[src/rtl/servo_pkg.sv]
// Shared servo timing constants and decoder types, so the PWM encoder and
// decoder agree on pulse widths.
package servo_pkg;

    localparam int CLK_HZ          = 12_000_000;
    localparam int DEF_PW_GLITCH   = 6_000;
    localparam int DEF_PW_MIN      = 12_000;
    localparam int DEF_STEP        = 47;
    localparam int DEF_PW_LONG     = 36_000;
    localparam int DEF_TIMEOUT     = 360_000;

    localparam int CNT_BITS = 19;

    typedef enum logic [1:0] {
        ARM,
        IDLE,
        HIGH,
        DRAIN
    } dec_state_t;

endpackage

[src/rtl/servo_pwm_decoder_if.sv]
// Servo decoder bus: raw PWM input towards the decoder, decoded angle and
// status strobes back out.
interface servo_pwm_decoder_if;

    logic       servo_in;
    logic [7:0] angle;
    logic       valid;
    logic       err;
    logic       lost;

    modport master (
        output servo_in,
        input  angle,
        input  valid,
        input  err,
        input  lost
    );

    modport slave (
        input  servo_in,
        output angle,
        output valid,
        output err,
        output lost
    );

endinterface

[src/rtl/servo_pwm_decoder_sync_edge.sv]
// Two-flop synchronizer for the asynchronous servo input, plus a registered
// copy for single-cycle rise/fall strobes.
module sync_edge (
    input  logic clk,
    input  logic rst,
    input  logic din,
    output logic s,
    output logic rise,
    output logic fall
);

    logic meta;
    logic s_d;

    // NOTE: non-blocking assignments let each flop sample the previous stage's
    // old value, which is what makes this a real shift chain.
    always_ff @(posedge clk or negedge rst) begin
        if (!rst) begin
            meta <= 1'b0;
            s    <= 1'b0;
            s_d  <= 1'b0;
        end else begin
            meta <= din;
            s    <= meta;
            s_d  <= s;
        end
    end

    assign rise = s & ~s_d;
    assign fall = ~s & s_d;

endmodule

[src/rtl/servo_pwm_decoder.sv]
// Servo PWM decoder: measures the high width of each pulse, maps it to an
// 8-bit angle without a divider, and flags glitches, over-long pulses and loss.
module servo_pwm_decoder
    import servo_pkg::*;
#(
    parameter int PW_GLITCH = DEF_PW_GLITCH,
    parameter int PW_MIN    = DEF_PW_MIN,
    parameter int STEP      = DEF_STEP,
    parameter int PW_LONG   = DEF_PW_LONG,
    parameter int TIMEOUT   = DEF_TIMEOUT
) (
    input logic          clk,
    input logic          rst,
    servo_pwm_decoder_if.slave bus
);

    localparam int PRE_W = (STEP > 1) ? $clog2(STEP) : 1;

    localparam logic [CNT_BITS-1:0] GLITCH_W = CNT_BITS'(PW_GLITCH);
    localparam logic [CNT_BITS-1:0] MIN_W    = CNT_BITS'(PW_MIN);
    localparam logic [CNT_BITS-1:0] LONG_W   = CNT_BITS'(PW_LONG);
    localparam logic [CNT_BITS-1:0] TO_W     = CNT_BITS'(TIMEOUT);
    localparam logic [CNT_BITS-1:0] TO_M1    = CNT_BITS'(TIMEOUT - 1);
    localparam logic [PRE_W-1:0]    STEP_M1  = PRE_W'(STEP - 1);

    logic s;
    logic rise;
    logic fall;

    dec_state_t           state;
    logic [1:0]           arm_cnt;
    logic [CNT_BITS-1:0]  w_cnt;
    logic [PRE_W-1:0]     pre;
    logic [7:0]           bin;
    logic                 ok_pend;
    logic                 err_pend;
    logic [7:0]           angle_pend;
    logic [7:0]           angle_q;
    logic                 valid_q;
    logic                 err_q;
    logic [CNT_BITS-1:0]  to_cnt;
    logic                 lost_q;

    sync_edge u_sync (
        .clk  (clk),
        .rst  (rst),
        .din  (bus.servo_in),
        .s    (s),
        .rise (rise),
        .fall (fall)
    );

    // Decisions taken on the fall are staged once more so valid lands three
    // cycles after the first low sample; over-long err fires immediately.
    always_ff @(posedge clk or negedge rst) begin
        if (!rst) begin
            state      <= ARM;
            arm_cnt    <= 2'd0;
            w_cnt      <= '0;
            pre        <= '0;
            bin        <= 8'd0;
            ok_pend    <= 1'b0;
            err_pend   <= 1'b0;
            angle_pend <= 8'd0;
            angle_q    <= 8'd0;
            valid_q    <= 1'b0;
            err_q      <= 1'b0;
        end else begin
            ok_pend  <= 1'b0;
            err_pend <= 1'b0;
            valid_q  <= ok_pend;
            err_q    <= err_pend;
            if (ok_pend) begin
                angle_q <= angle_pend;
            end

            case (state)
                ARM: begin
                    // Synchronizer flops come out of reset low, so wait until
                    // they carry the real input before trusting s=0.
                    if (arm_cnt != 2'd3) begin
                        arm_cnt <= arm_cnt + 2'd1;
                    end else if (!s) begin
                        state <= IDLE;
                    end
                end

                IDLE: begin
                    if (rise) begin
                        state <= HIGH;
                        w_cnt <= {{(CNT_BITS-1){1'b0}}, 1'b1};
                        pre   <= '0;
                        bin   <= 8'd0;
                    end
                end

                HIGH: begin
                    if (fall) begin
                        state <= IDLE;
                        if (w_cnt < GLITCH_W) begin
                            err_pend <= 1'b1;
                        end else begin
                            ok_pend    <= 1'b1;
                            angle_pend <= bin;
                        end
                    end else begin
                        if (w_cnt == LONG_W) begin
                            state <= DRAIN;
                            err_q <= 1'b1;
                        end
                        if (w_cnt != {CNT_BITS{1'b1}}) begin
                            w_cnt <= w_cnt + 1'b1;
                        end
                        // One angle LSB per STEP high cycles beyond PW_MIN.
                        if (w_cnt >= MIN_W) begin
                            if (pre == STEP_M1) begin
                                pre <= '0;
                                if (bin != 8'hFF) begin
                                    bin <= bin + 8'd1;
                                end
                            end else begin
                                pre <= pre + 1'b1;
                            end
                        end
                    end
                end

                DRAIN: begin
                    if (!s) begin
                        state <= IDLE;
                    end
                end

                default: state <= ARM;
            endcase
        end
    end

    always_ff @(posedge clk or negedge rst) begin
        if (!rst) begin
            to_cnt <= '0;
            lost_q <= 1'b1;
        end else if (ok_pend) begin
            to_cnt <= '0;
            lost_q <= 1'b0;
        end else begin
            if (to_cnt != TO_W) begin
                to_cnt <= to_cnt + 1'b1;
            end
            if (to_cnt == TO_M1) begin
                lost_q <= 1'b1;
            end
        end
    end

    assign bus.angle = angle_q;
    assign bus.valid = valid_q;
    assign bus.err   = err_q;
    assign bus.lost  = lost_q;

endmodule
[src/flat_wrapper.sv]
// flat-port wrapper written by rule: the top's interface ports become plain ports
module servo_pwm_decoder_flat import servo_pkg::*;
#(
    parameter int PW_GLITCH = DEF_PW_GLITCH,
    parameter int PW_MIN    = DEF_PW_MIN,
    parameter int STEP      = DEF_STEP,
    parameter int PW_LONG   = DEF_PW_LONG,
    parameter int TIMEOUT   = DEF_TIMEOUT
)
  (clk, rst, bus_servo_in, bus_angle, bus_valid, bus_err, bus_lost);
  servo_pwm_decoder_if bus_i ();
  input logic clk;
  input logic rst;
  input wire logic [$bits(bus_i.servo_in)-1:0] bus_servo_in;
  output wire logic [$bits(bus_i.angle)-1:0] bus_angle;
  output wire logic [$bits(bus_i.valid)-1:0] bus_valid;
  output wire logic [$bits(bus_i.err)-1:0] bus_err;
  output wire logic [$bits(bus_i.lost)-1:0] bus_lost;
  assign bus_i.servo_in = bus_servo_in;
  assign bus_angle = bus_i.angle;
  assign bus_valid = bus_i.valid;
  assign bus_err = bus_i.err;
  assign bus_lost = bus_i.lost;
  servo_pwm_decoder #(.PW_GLITCH(PW_GLITCH), .PW_MIN(PW_MIN), .STEP(STEP), .PW_LONG(PW_LONG), .TIMEOUT(TIMEOUT)) u_core (.clk(clk), .rst(rst), .bus(bus_i));
endmodule
[config.mk]
export PLATFORM = sky130hd
export DESIGN_NAME = servo_pwm_decoder_flat
export DESIGN_NICKNAME = d
export VERILOG_FILES = /design/src/rtl/servo_pkg.sv /design/src/rtl/servo_pwm_decoder_if.sv /design/src/rtl/servo_pwm_decoder_sync_edge.sv /design/src/rtl/servo_pwm_decoder.sv /design/src/flat_wrapper.sv
export SDC_FILE = /design/constraint.sdc
export NUM_CORES = 1
export LEC_CHECK = 0
export CORE_MARGIN = 2
export CORE_UTILIZATION = 45
export CTS_BUF_LIST = sky130_fd_sc_hd__clkbuf_4 sky130_fd_sc_hd__clkbuf_8
export DETAILED_ROUTE_END_ITERATION = 8
export GPL_ROUTABILITY_DRIVEN = 0
export PLACE_DENSITY = 0.67
export SLEW_MARGIN = 40
export SYNTH_ARGS = -nofsm -noshare
export SYNTH_HDL_FRONTEND = slang
export SYNTH_HIERARCHICAL = 1
export SYNTH_SLANG_ARGS = --single-unit
[constraint.sdc]
create_clock -name clk -period 2.27 [get_ports clk]
set_input_delay 0.454 -clock clk [delete_from_list [all_inputs] [get_ports clk]]
set_output_delay 0.454 -clock clk [all_outputs]
set_load 0.02 [all_outputs]
Word level (Yosys, flattened, before mapping)
Index checks and enable logic that the tools add are counted.
{"block": "op_classes", "eq_ne": 18, "n_reduce_logical": 10, "add_sub_neg": 5, "mux": 34, "n_lt_le_gt_ge": 2, "n_bitwise": 5}
{"operator": "$mux 19", "n": 5}
{"operator": "$mux 8", "n": 5}
{"operator": "$add 19x1->19 const B", "n": 2}
{"operator": "$ne 19x19->1 const B", "n": 2}
{"operator": "$pmux 19 s2", "n": 1}
{"operator": "$mux 6", "n": 4}
{"operator": "$eq 19x16->1 const B", "n": 1}
{"operator": "$eq 19x19->1 const B", "n": 1}
{"operator": "$ge 19x14->1 const B", "n": 1}
{"operator": "$lt 19x13->1 const B", "n": 1}
{"operator": "$pmux 8 s2", "n": 1}
{"operator": "$pmux 6 s2", "n": 1}
{"operator": "$mux 1", "n": 11}
{"operator": "$mux 2", "n": 5}
{"operator": "$ne 2x1->1 const B", "n": 5}
{"operator": "$add 8x1->8 const B", "n": 1}
{"operator": "$ne 8x8->1 const B", "n": 1}
{"operator": "$pmux 2 s4", "n": 1}
{"operator": "$reduce_and 4->1", "n": 2}
{"operator": "$add 6x1->6 const B", "n": 1}
{"operator": "$eq 6x6->1 const B", "n": 1}
{"operator": "$ne 2x2->1 const B", "n": 3}
{"operator": "$reduce_and 3->1", "n": 2}
{"operator": "$reduce_and 6->1", "n": 1}
{"operator": "9 further kinds", "n": 15}
{"block": "word_totals", "reg_bits": 80, "output_inout_bits": 11, "elab_cells": 90, "in_bits": 3}

Longest topological paths before layout
Gate-level depths: netlist of the first run.
{"block": "logic_depth", "word_depth": 6, "mapped_depth": 10, "ltp_nobuf": 7}

Hierarchy
Netlist of the first run, hierarchy kept.
{"module": "servo_pwm_decoder", "seq_area_each_um2": 1928.1, "n_inst": 1, "cells_per_inst": 412, "area_per_inst_um2": 4041.4}
{"module": "sync_edge", "seq_area_each_um2": 75.1, "n_inst": 1, "cells_per_inst": 5, "area_per_inst_um2": 90.1}

Least setup slack after synthesis of the first run
Ideal clock, no wire load.
{"block": "synth_path", "path_kind": "register to register", "from": "register u_core.state[0]", "to": "register u_core.bin[2]", "setup_ns": 0.121, "arrival_ns": 2.013, "synth_period_minus_slack_ns": 2.134, "slack_ns": 0.136, "path_stages_with_launch": 10, "cell_sequence": "dfrtp_1 -> inv_1 -> ha_1 -> buf_2 -> mux2i_1 -> a21oi_1 -> o21ai_1 -> or2_2 -> clkbuf_1 -> a22o_1"}
{"block": "synth_between", "elab_chain_cells": 3, "word_cells_on_any_way": 10, "cone_classes": "eq/ne: 7; mux: 1; reduce/logical: 2"}
{"element": "start: declaration", "line_no": "servo_pwm_decoder.sv:30", "rtl": "dec_state_t state;"}
{"element": "start signal: assignment", "line_no": "servo_pwm_decoder.sv:57", "rtl": "state <= ARM;"}
{"element": "start signal: assignment", "line_no": "servo_pwm_decoder.sv:84", "rtl": "state <= IDLE;"}
{"element": "start signal: assignment", "line_no": "servo_pwm_decoder.sv:90", "rtl": "state <= HIGH;"}
{"element": "$eq 2x2->1 / $eq 2x1->1 (equally long branches)", "line_no": "servo_pwm_decoder.sv:77", "rtl": "case (state)"}
{"element": "$ne 2x2->1 (no source line), or another cell as far along"}
{"element": "$reduce_and 6->1 (no source line)"}
{"element": "end signal: assignment", "line_no": "servo_pwm_decoder.sv:119", "rtl": "bin <= bin + 8'd1;"}
{"element": "end: declaration", "line_no": "servo_pwm_decoder.sv:34", "rtl": "logic [7:0] bin;"}
Several ways; a longest one is shown, not always the timed one.
A chain may end at the register's enable or synchronous reset.

Final worst setup path of the first run
{"block": "layout_path", "from": "register u_core.state[1]", "to": "register u_core.w_cnt[5]"}
{"block": "layout_between", "elab_chain_cells": 3, "word_cells_on_any_way": 8, "cone_classes": "eq/ne: 5; mux: 1; reduce/logical: 2"}
{"element": "$eq 2x2->1 / $eq 2x1->1 (equally long branches)", "line_no": "servo_pwm_decoder.sv:77"}
{"element": "$ne 2x1->1 (no source line), or another cell as far along"}
{"element": "$reduce_and 4->1 (no source line)"}
{"element": "end signal: assignment", "line_no": "servo_pwm_decoder.sv:91", "rtl": "w_cnt <= {{(CNT_BITS-1){1'b0}}, 1'b1};"}
{"element": "end signal: assignment", "line_no": "servo_pwm_decoder.sv:112", "rtl": "w_cnt <= w_cnt + 1'b1;"}
{"element": "end: declaration", "line_no": "servo_pwm_decoder.sv:32", "rtl": "logic [CNT_BITS-1:0] w_cnt;"}
Several ways; a longest one is shown, not always the timed one.

==> impl_metrics.ini, run 1 <==
[run_status]
outcome = complete, no violations

[placed_design]
dp_cells = 539
hpwl_mm = 5.774
port-buffer-count = 13
dp_slack_ns = 0.1309

[synthesis]
yosysWarnings = 6
syn_nets = 432
synth_area_sq_mm = 0.004131
seq_area_frac_synth = 0.4849
syn_area_per_cell_sq_um = 9.908
synth_edf_count = 0
postSynthCellCount = 417
ys_types = 57
synth_common_cells = dfrtp_1 (79), nand2_1 (37), nor2_1 (37)
synthFlopType = dfrtp_1
yosys-top-cells-area = dfrtp_1 (48%), mux2_2 (4.9%), ha_1 (3.6%), nand2_1 (3.4%), nor2_1 (3.4%)
netlist.area_leader.share = 0.4785
synth-async-reset-ratio = 1.000
yosysTopAreaCell = dfrtp_1
ys_ff_latch = 80
yosysMostFrequentCell = dfrtp_1

[clock_tree]
clockBufferDepth = 2
tritoncts = yes
clk_latency_ns = 0.35
cts_root_buffer = clkbuf_8
cts_hold_buf = 0
cts_buffers = 9
htreeDepth = 3
numClockSinks = 80
clk_pin_slew_worst_paths_ns = 0.09

[global_routing]
grt_overflow = 0
grt_pass1_vias = 3046
grt_max_degree = 42
antenna_found_initial = 0
grt_usage = 0.1778
grt_pass1_wl_mm = 14.35

[floorplan]
die_h_microns = 99.82
io_pins = 14
die_w_microns = 99.82
core_sq_mm = 0.008806
dieArea_sq_mm = 0.009963
std_cell_rows = 34
initial_core_util = 0.4692

[power_and_ir_drop]
p_leak_nw = 2.031
powerDensity_mw_per_mm2 = 661.1
ir_drop_uv = 350.0
power_mw = 3.092

[timing]
slew_viol_final = 0
worst_pin_slew_ns = 0.5340
finalCritPeriodShare = 0.9273
setup_viol = 0
clock.fmax_mhz = 475.1
grt_setup_unrepaired = false
tns_ns = 0
setup_ws_ns = 0.1650
finalHoldViolCount = 0
fin_crit_ns = 2.105
relSlewSlack = 0.6440
fin_skew_ns = 0.01156

[layout]
postLayoutCoreUtil = 0.5311
seq_area_sq_mm = 0.002003
area_growth_syn_to_layout_pct = 13.20
layout-drive-gt1-share = 0.1585
fin_cells = 556
multi_input_area_sq_mm = 0.001966
diodes = 0
fillCellCount = 777
layout.nets = 458

[critical_path]
worstReg2RegStart = u_core/state[1]
startpoint_type = flop
path_max_fanout = 16
r2r_cells = 9
ff2ff_setup_slack_ns = 0.17
worst_ep_required_time_ns = 2.55
worst_setup_path_end_kind = flop
cp.arrival_ns = 2.38
path_class = flop to flop
r2r-end = u_core/w_cnt[5]

[detailed_routing]
postRouteAntennaNets = 0
via_per_inst = 5.687
drt_iter0_markers = 120
wl_per_cell_microns = 14.68
wirelength_mm = 8.161
drc_errors = 0
drt-pass1-iter-count = 5
num_vias = 3162

[run]
drv_cap = 0

[worst_hold_path]
holdCritPathClass = input pin to asynchronous set/reset pin
==> placed cells by master (no fill, tap or decap), drive strengths merged, types with 4 or more instances in the layout <==
cell / count
a21oi: 11
a22o: 7
a31oi: 5
and3: 5
and4: 6
buf: 23
clkbuf: 10
clkdlybuf4s50: 12
clkinvlp: 4
dfrtp: 79
ha: 12
inv: 19
mux2: 18
mux2i: 5
nand2: 37
nand3: 28
nand4: 11
nor2: 37
nor3: 16
o21ai: 20
or2: 6
or3: 9
or4: 7
xnor2: 5
xor2: 14
==> cell families (layout without fill, tap and decap cells) <==
group / Yosys count / in the layout / synth area share
muxes: 23 / 23 / 0.06117
adders and majority gates: 12 / 12 / 0.03634
xor gates and xnor gates: 19 / 19 / 0.04028
and+or+nand+nor: 180 / 180 / 0.2299
DFF: 80 / 80 / 0.4849
buffers and inverters: 38 / 69 / 0.04058
AOI/OAI and AO/OA: 65 / 65 / 0.1069
==> routing by layer <==
metal / GRT usage / part of all wire / up-vias
met2: 0.2817 / 0.46 / 60
met4: 0.05269 / 0.011 / 0
met3: 0.03969 / 0.039 / 10
li1: - / - / 1549
met1: 0.2464 / 0.49 / 1543
met5: 0 / 0 / -
==> worst max-delay path, stage by stage (launching register included) <==
cell and delay [ns]:
dfrtp_1 0.41, inv_1 0.13, ha_1 0.26, mux2i_1 0.14, a21oi_1 0.18, buf_4 0.17, o21ai_4 0.06, buf_12 0.15
or4_1 0.46, nand3_1 0.10
==> area by class of cell <==
| cell class | count | share of cell area |
|---|---|---|
| clock buffers | 10 | 0.02809 |
| well taps | 108 | 0.02889 |
| multi-input cells | 299 | 0.4203 |
| repair buffers | 35 | 0.07063 |
| flip-flops and latches | 80 | 0.4283 |
| clock inverters | 6 | 0.009363 |
| inverters | 18 | 0.01445 |
==> power breakdown <==
part           switching [mW]  total, mW  internal, mW
Combinational           0.382      0.640         0.259
Sequential             0.0466       1.52          1.47
Clock                   0.521      0.932         0.411
==> metrics by stage <==
step | cell area [sq um] | hold WS (ns)
after floorplan | 4131 | 0.1584
after global placement | 4477 | 0.3367
after detailed placement | 4477 | 0.3469
after CTS | 4652 | 0.09095
after global routing | 4677 | 0.1082
final | 4677 | 0.07901
==> state kept, by name, summed over array words and instances (netlist names) <==
signal	cells
u_core/to_cnt	19
u_core/w_cnt	19
u_core/angle_pend	8
u_core/bin	8
u_core/bus.angle	8
u_core/pre	6
u_core/arm_cnt	2
u_core/state	2
u_core/bus.err	1
u_core/bus.lost	1
u_core/bus.valid	1
u_core/err_pend	1
u_core/ok_pend	1
u_core/u_sync/meta	1
u_core/u_sync/s	1
u_core/u_sync/s_d	1
==> timing repair <==
| action | in CTS | in global routing |
|---|---|---|
| setup buffers | 0 | 1 |
| resized for setup | 0 | 2 |
| endpoints found under the setup margin | 0 | 18 |
==> worst max-delay path by stage <==
stage | from | end | depth (start not counted)
6_report | u_core/state[1] | u_core/w_cnt[5] | 9
5_1_grt | u_core/state[0] | u_core/w_cnt[5] | 9
4_1_cts | u_core/state[0] | u_core/w_cnt[0] | 8
3_5_place_dp | u_core/state[0] | u_core/w_cnt[0] | 8
3_3_place_gp | u_core/w_cnt[16] | u_core/angle_pend[7] | 6
2_1_floorplan | u_core/state[0] | u_core/bin[2] | 9
(Power assumes the default switching activity.)
==> run 2, diff against run 1 <==
CORE_UTILIZATION = 30   (was 45)
PLACE_DENSITY = 0.49   (was 0.67)
==> impl_metrics.ini, run 2 (synthesis results as in run 1) <==
[global_routing]
grt_overflow = 0
grt_max_degree = 42
grt_usage = 0.1325
antenna_found_initial = 0
grt_pass1_wl_mm = 15.46
grt_pass1_vias = 3032

[critical_path]
worst_setup_path_end_kind = flop
path_max_fanout = 10
path_class = flop to flop
worst_ep_required_time_ns = 2.53
startpoint_type = flop
cp.arrival_ns = 2.39

[timing]
worst_pin_slew_ns = 0.5893
clock.fmax_mhz = 470.2
grt_setup_unrepaired = false
setup_viol = 0
finalCritPeriodShare = 0.9369
fin_skew_ns = 0.01043
tns_ns = 0
fin_crit_ns = 2.127
slew_viol_final = 0
finalHoldViolCount = 0
relSlewSlack = 0.6072

[detailed_routing]
wl_per_cell_microns = 14.27
via_per_inst = 5.046
drt-pass1-iter-count = 4
num_vias = 3169
drt_iter0_markers = 229
postRouteAntennaNets = 0
wirelength_mm = 8.963
drc_errors = 0

[floorplan]
dieArea_sq_mm = 0.01473
die_w_microns = 121.4
std_cell_rows = 42
io_pins = 14
initial_core_util = 0.3095
die_h_microns = 121.4
core_sq_mm = 0.01335

[power_and_ir_drop]
pwr-share-clk = 0.360
seqPwrFrac = 0.450
power_mw = 3.380
p_leak_nw = 2.082
ir_drop_uv = 296.8
sw_frac_of_total = 0.2932
powerDensity_mw_per_mm2 = 698.7
combPwrFrac = 0.191
internal_power_mw = 2.389
p_sw_uw = 991.1

[layout]
layout.nets = 462
area_growth_syn_to_layout_pct = 17.11
final_cell_mix = dfrtp_1 (79), nand2_1 (37), nor2_1 (37)
diodes = 0
layout-drive-gt1-share = 0.1615
final_common_cell = dfrtp_1
top_regs = u_core/to_cnt (19), u_core/w_cnt (19)
stdcell_area_sq_mm = 0.004838

[clock_tree]
clk_latency_ns = 0.37
cts_buffers = 9
cts_root_buffer = clkbuf_8
htreeDepth = 3
clk_pin_slew_worst_paths_ns = 0.08
clockBufferDepth = 2
numClockSinks = 80
tritoncts = yes

[run_status]
outcome = complete, no violations

[run]
drv_cap = 0

[placed_design]
hpwl_mm = 6.393
placed_area_sq_mm = 0.004569
port-buffer-count = 13

[worst_hold_path]
holdCritPathClass = flop to flop
==> run 2: cell types whose count changed in the layout (fill, tap and decap cells not counted), moves of 2 or more <==
| cell | change |
|---|---|
| buf_4 | +3 |
| clkinvlp_4 | -4 |
| clkinv_4 | +2 |
| bufinv_16 | +2 |
==> run 2: layout make-up <==
class / instances / area, sq um
flip-flops and latches: 80 / 2003
clock buffers: 10 / 137.6
multi-input cells: 299 / 1964
inverters: 18 / 67.56
well taps: 176 / 220.2
repair buffers: 39 / 354.1
fillers: 1351 / 8509
clock inverters: 6 / 91.34
==> run 2: per-layer routing <==
layer  vias up  GRT usage  wire, microns  share of wire
met1      1538     0.1933           4471           0.50
met5         -          0              0              0
li1       1561          -              -              -
met4         0    0.05316            152          0.017
met2        58     0.1942           4017           0.45
met3        12    0.02256            321          0.036
==> run 2: timing repair <==
| action | in CTS | in global routing |
|---|---|---|
| buffers inserted | 0 | 3 |
| hold buffers | 1 | 0 |
| setup endpoints to repair | 0 | 9 |
| gates resized for setup | 0 | 2 |
| endpoints found under the hold margin | 18 | 0 |
==> run 2: path summary, 6_finish.rpt <==
| kind | from | to | slack (ns) | cells after the start |
|---|---|---|---|---|
| hold / removal | u_core/u_sync/meta | u_core/u_sync/s | 0.36 | 0 |
| setup / recovery | u_core/state[1] | u_core/w_cnt[7] | 0.14 | 8 |
| max in group asynchronous | rst | u_core/w_cnt[5] | 1.19 | 3 |
| min in group asynchronous | rst | u_core/to_cnt[4] | 0.49 | 2 |
| hold reg to reg | u_core/u_sync/meta | u_core/u_sync/s | 0.36 | 0 |
| setup reg to reg | u_core/state[1] | u_core/w_cnt[7] | 0.14 | 8 |
==> run 2: critical path: stages (launching register included) <==
cell      delay [ns]
dfrtp_1         0.41
inv_1           0.12
ha_1            0.24
mux2i_1         0.32
nand2b_1        0.30
buf_4           0.24
nor3_1          0.07
a21o_1          0.16
a22o_1          0.17
==> run 2: metrics by stage <==
step	utilization	hold WS [ns]	setup slack [ns]	cells
4_1_cts	0.3602	0.3683	0.06629	625
6_report	0.3625	0.3624	0.1433	628
3_5_place_dp	0.3423	0.3411	0.1139	608
3_3_place_gp	0.3423	0.3374	0.1864	608
5_1_grt	0.3625	0.3738	0.003397	628
2_1_floorplan	-	0.1584	0.1360	417
==> run 2: power by group through the flow <==
stage / logic [mW] / registers [mW] / clock network [mW]
floorplan: 0.388 / 1.54 / 0
global placement: 0.609 / 1.55 / 0
detailed placement: 0.616 / 1.55 / 0
CTS: 0.619 / 1.52 / 1.25
global route: 0.731 / 1.53 / 1.32
finish: 0.644 / 1.52 / 1.22
==> run 3, diff against run 2 <==
CORE_ASPECT_RATIO = 0.7   (was not set)
==> impl_metrics.ini, run 3 (synthesis results as in run 1) <==
[layout]
final_common_cell = dfrtp_1
multi_input_area_sq_mm = 0.001973
area_growth_syn_to_layout_pct = 16.23
diodes = 0
fillCellCount = 1327
seq_area_sq_mm = 0.002003
final_cell_mix = dfrtp_1 (79), nand2_1 (37), nor2_1 (37)
layout-drive-gt1-share = 0.1611
top_regs = u_core/to_cnt (19), u_core/w_cnt (19)
layout.nets = 457
fin_cells = 632

[floorplan]
die_w_microns = 144.3
std_cell_rows = 35
initial_core_util = 0.3103
dieArea_sq_mm = 0.01474
core_sq_mm = 0.01331
io_pins = 14
die_h_microns = 102.2

[critical_path]
cp.arrival_ns = 2.37
worst_ep_required_time_ns = 2.52
r2r_cells = 9
crit_family = multiplexers
startpoint_type = flop
r2r-end = u_core/w_cnt[4]
crit_buf_inv = 3
worstReg2RegStart = u_core/state[1]
path_max_fanout = 19
path_class = flop to flop
worst_setup_path_end_kind = flop
slowest_delay_ns = 0.41
slowest_stage = dfrtp_1
path_cells = inv_1, ha_1, mux2i_1, buf_4, nand2b_1, buf_12, nor2_1, mux2_2, a22o_1
ff2ff_setup_slack_ns = 0.15
path_depth = 9

[clock_tree]
clk_latency_ns = 0.36
postCtsSetupBuffers = 0
cts_buffers = 9
clockBufferDepth = 2
cts-resized-gates = 0
cts_root_buffer = clkbuf_8
clk_pin_slew_worst_paths_ns = 0.09
tritoncts = yes
htreeDepth = 3
cts_hold_buf = 0
numClockSinks = 80

[global_routing]
grt_usage = 0.1322
grt_max_degree = 45
antenna_found_initial = 0
grt_pass1_wl_mm = 15.13
grt_overflow = 0
grt_pass1_vias = 3024

[timing]
tns_ns = 0
setup_viol = 0
relSlewSlack = 0.5984
slew_viol_final = 0
fin_skew_ns = 0.01350
finalCritPeriodShare = 0.9356
grt_setup_unrepaired = false
fin_crit_ns = 2.124
worst_pin_slew_ns = 0.5977
finalHoldViolCount = 0
clock.fmax_mhz = 470.9

[placed_design]
dp_cells = 616
hpwl_mm = 6.208
port-buffer-count = 13

[detailed_routing]
num_vias = 3132
drt_iter0_markers = 169
wl_per_cell_microns = 14.01
postRouteAntennaNets = 0
wirelength_mm = 8.855
drt-pass1-iter-count = 4
via_per_inst = 4.956
drc_errors = 0

[power_and_ir_drop]
powerDensity_mw_per_mm2 = 675.9
p_leak_nw = 2.043
ir_drop_uv = 239.7
power_mw = 3.246

[run]
drv_cap = 0

[run_status]
outcome = complete, no violations

[worst_hold_path]
holdCritPathClass = input pin to asynchronous set/reset pin
==> run 3: area by class of cell <==
| type | count | share of cell area |
|---|---|---|
| sequential | 80 | 0.4171 |
| multi-input combinational | 299 | 0.4109 |
| timing repair buffer | 34 | 0.06722 |
| tap | 185 | 0.04820 |
| clock buffer | 9 | 0.02579 |
| clock inverter | 7 | 0.01668 |
| inverter | 18 | 0.01407 |
==> run 3: stage by stage <==
step | util | worst slack (ns) | area [sq um] | hold slack, ns
6_report | 0.3607 | 0.1463 | 4802 | 0.08636
5_1_grt | 0.3607 | 0.002750 | 4802 | 0.1067
4_1_cts | 0.3598 | 0.06813 | 4790 | 0.08724
3_5_place_dp | 0.3445 | 0.06693 | 4586 | 0.3419
3_3_place_gp | 0.3445 | 0.1768 | 4586 | 0.3430
2_1_floorplan | - | 0.1360 | 4131 | 0.1584
==> run 3: report_power, final <==
group / leakage [nW] / internal, mW / switching, mW
Combinational: 0.873 / 0.253 / 0.387
Sequential: 1.07 / 1.47 / 0.0446
Clock: 0.0964 / 0.519 / 0.569
==> run 3: routing by layer <==
layer / routed length, microns / vias to the layer above / global-route usage
met5: 0 / - / 0
met4: 98 / 0 / 0.04556
met3: 239 / 7 / 0.03280
met2: 3726 / 49 / 0.1916
met1: 4791 / 1531 / 0.1927
li1: - / 1545 / -
==> run 3: worst max path at each step <==
stage / endpoint / slack [ns] / from
floorplan: u_core/bin[2] / 0.14 / u_core/state[0]
global placement: u_core/pre[3] / 0.18 / u_core/state[0]
detailed placement: u_core/pre[4] / 0.07 / u_core/state[0]
CTS: u_core/pre[4] / 0.07 / u_core/state[0]
global route: u_core/w_cnt[4] / 0.003 / u_core/state[1]
finish: u_core/w_cnt[4] / 0.15 / u_core/state[1]
==> RTL change (flow settings as in run 1) <==
The package constant `CNT_BITS` goes from 19 to 27.
--- a/src/rtl/servo_pkg.sv
+++ b/src/rtl/servo_pkg.sv
@@ -9,7 +9,7 @@
     localparam int DEF_PW_LONG     = 36_000;
     localparam int DEF_TIMEOUT     = 360_000;
 
-    localparam int CNT_BITS = 19;
+    localparam int CNT_BITS = 27;
 
     typedef enum logic [1:0] {
         ARM,
Check against the original RTL: no difference found for any inputs over 10 cycles, from zero or initial values and one cycle with rst low; that may be too few to reach the edited logic, so the function may still have changed.
==> RTL change against run 1 <==
Final area grew 22%; synthesized area grew 22%; non-clock buffer count up 9; total power grew 17%; via count increased by 23%; setup slack got worse by 0.056 ns; synthesized cell count is 20% higher; count of clock-buffer cells in the layout did not move; final cell count is 22% higher; wire length up 28%; sequential cell count grew 16; utilization down 0.72 points; critical path type unchanged; largest power group unchanged.
==> RTL change: results <==
{
  "status": "completed",
  "ys_seq_area_share_pct": 47.6,
  "netlist_area_mm2": 0.00505,
  "cpPeakStageDelay_ns": 0.54,
  "bufAreaShareNonClock_pct": 6.76,
  "cp_top_family": "compound AO/OA/AOI/OAI gates",
  "grt_first_pass_wirelength_um": 17600,
  "fin_crit_ns": 2.16,
  "reg_top3": "u_core/to_cnt (27), u_core/w_cnt (27)",
  "cts_sinks": 96,
  "holdWs_ns": 0.0263,
  "yosysTopAreaCellShare_pct": 47.1,
  "seq-power_w": 0.00184,
  "vias": 3903,
  "regArea_mm2": 0.00240,
  "skew_ns": 0.0111,
  "dpl.hpwl_um": 7430,
  "clkCellAreaFrac_pct": 3.18,
  "clkLatencyLatePin_ns": 0.38,
  "r2r_setup_slack_ns": 0.11,
  "first_global_vias": 3784,
  "multi_input_area_share_pct": 43.8,
  "p_sw_w": 0.00111,
  "ff2ff_path_depth": 7,
  "synthTopCellsByArea": "dfrtp_1 47%, mux2_2 3.6%, nor2_1 3.4%",
  "multi_input_gates": 368,
  "worst_pin_slew_ns": 0.487,
  "signal_buffers": 44,
  "syn_nets": 516,
  "grtUsageTotal_pct": 18.6
}
-- RTL change: cell count changes after synthesis, moves of 7 or more --
cell	delta
a21oi_1	+13
dfrtp_1	+16
nand4_1	+13
nor2_1	+9
nor3_1	-7
nor4_1	+10
o31ai_1	+13
-- RTL change: logic make-up after synthesis --
kind of cell               synth area share, %
and+or+nand+nor                           24.5
DFF                                       47.6
AOI/OAI and AO/OA                         11.2
buffers and inverters                     3.37
xor gates and xnor gates                  5.03
muxes                                     5.28
adders and majority gates                 2.98
-- RTL change: metal layers --
metal	global-route usage [%]	vias to the layer above	part of all wire, %
met2	30.2	56	48
met4	8.50	0	1.8
li1	-	1900	-
met1	24.2	1932	47
met5	0	-	0
met3	2.96	15	2.4
-- RTL change: stage by stage --
stage	area, um2	utilization, %	cells
CTS	5670	52.1	679
finish	5700	52.4	679
floorplan	5050	-	501
global placement	5490	50.4	663
detailed placement	5490	50.4	663
global route	5700	52.4	679
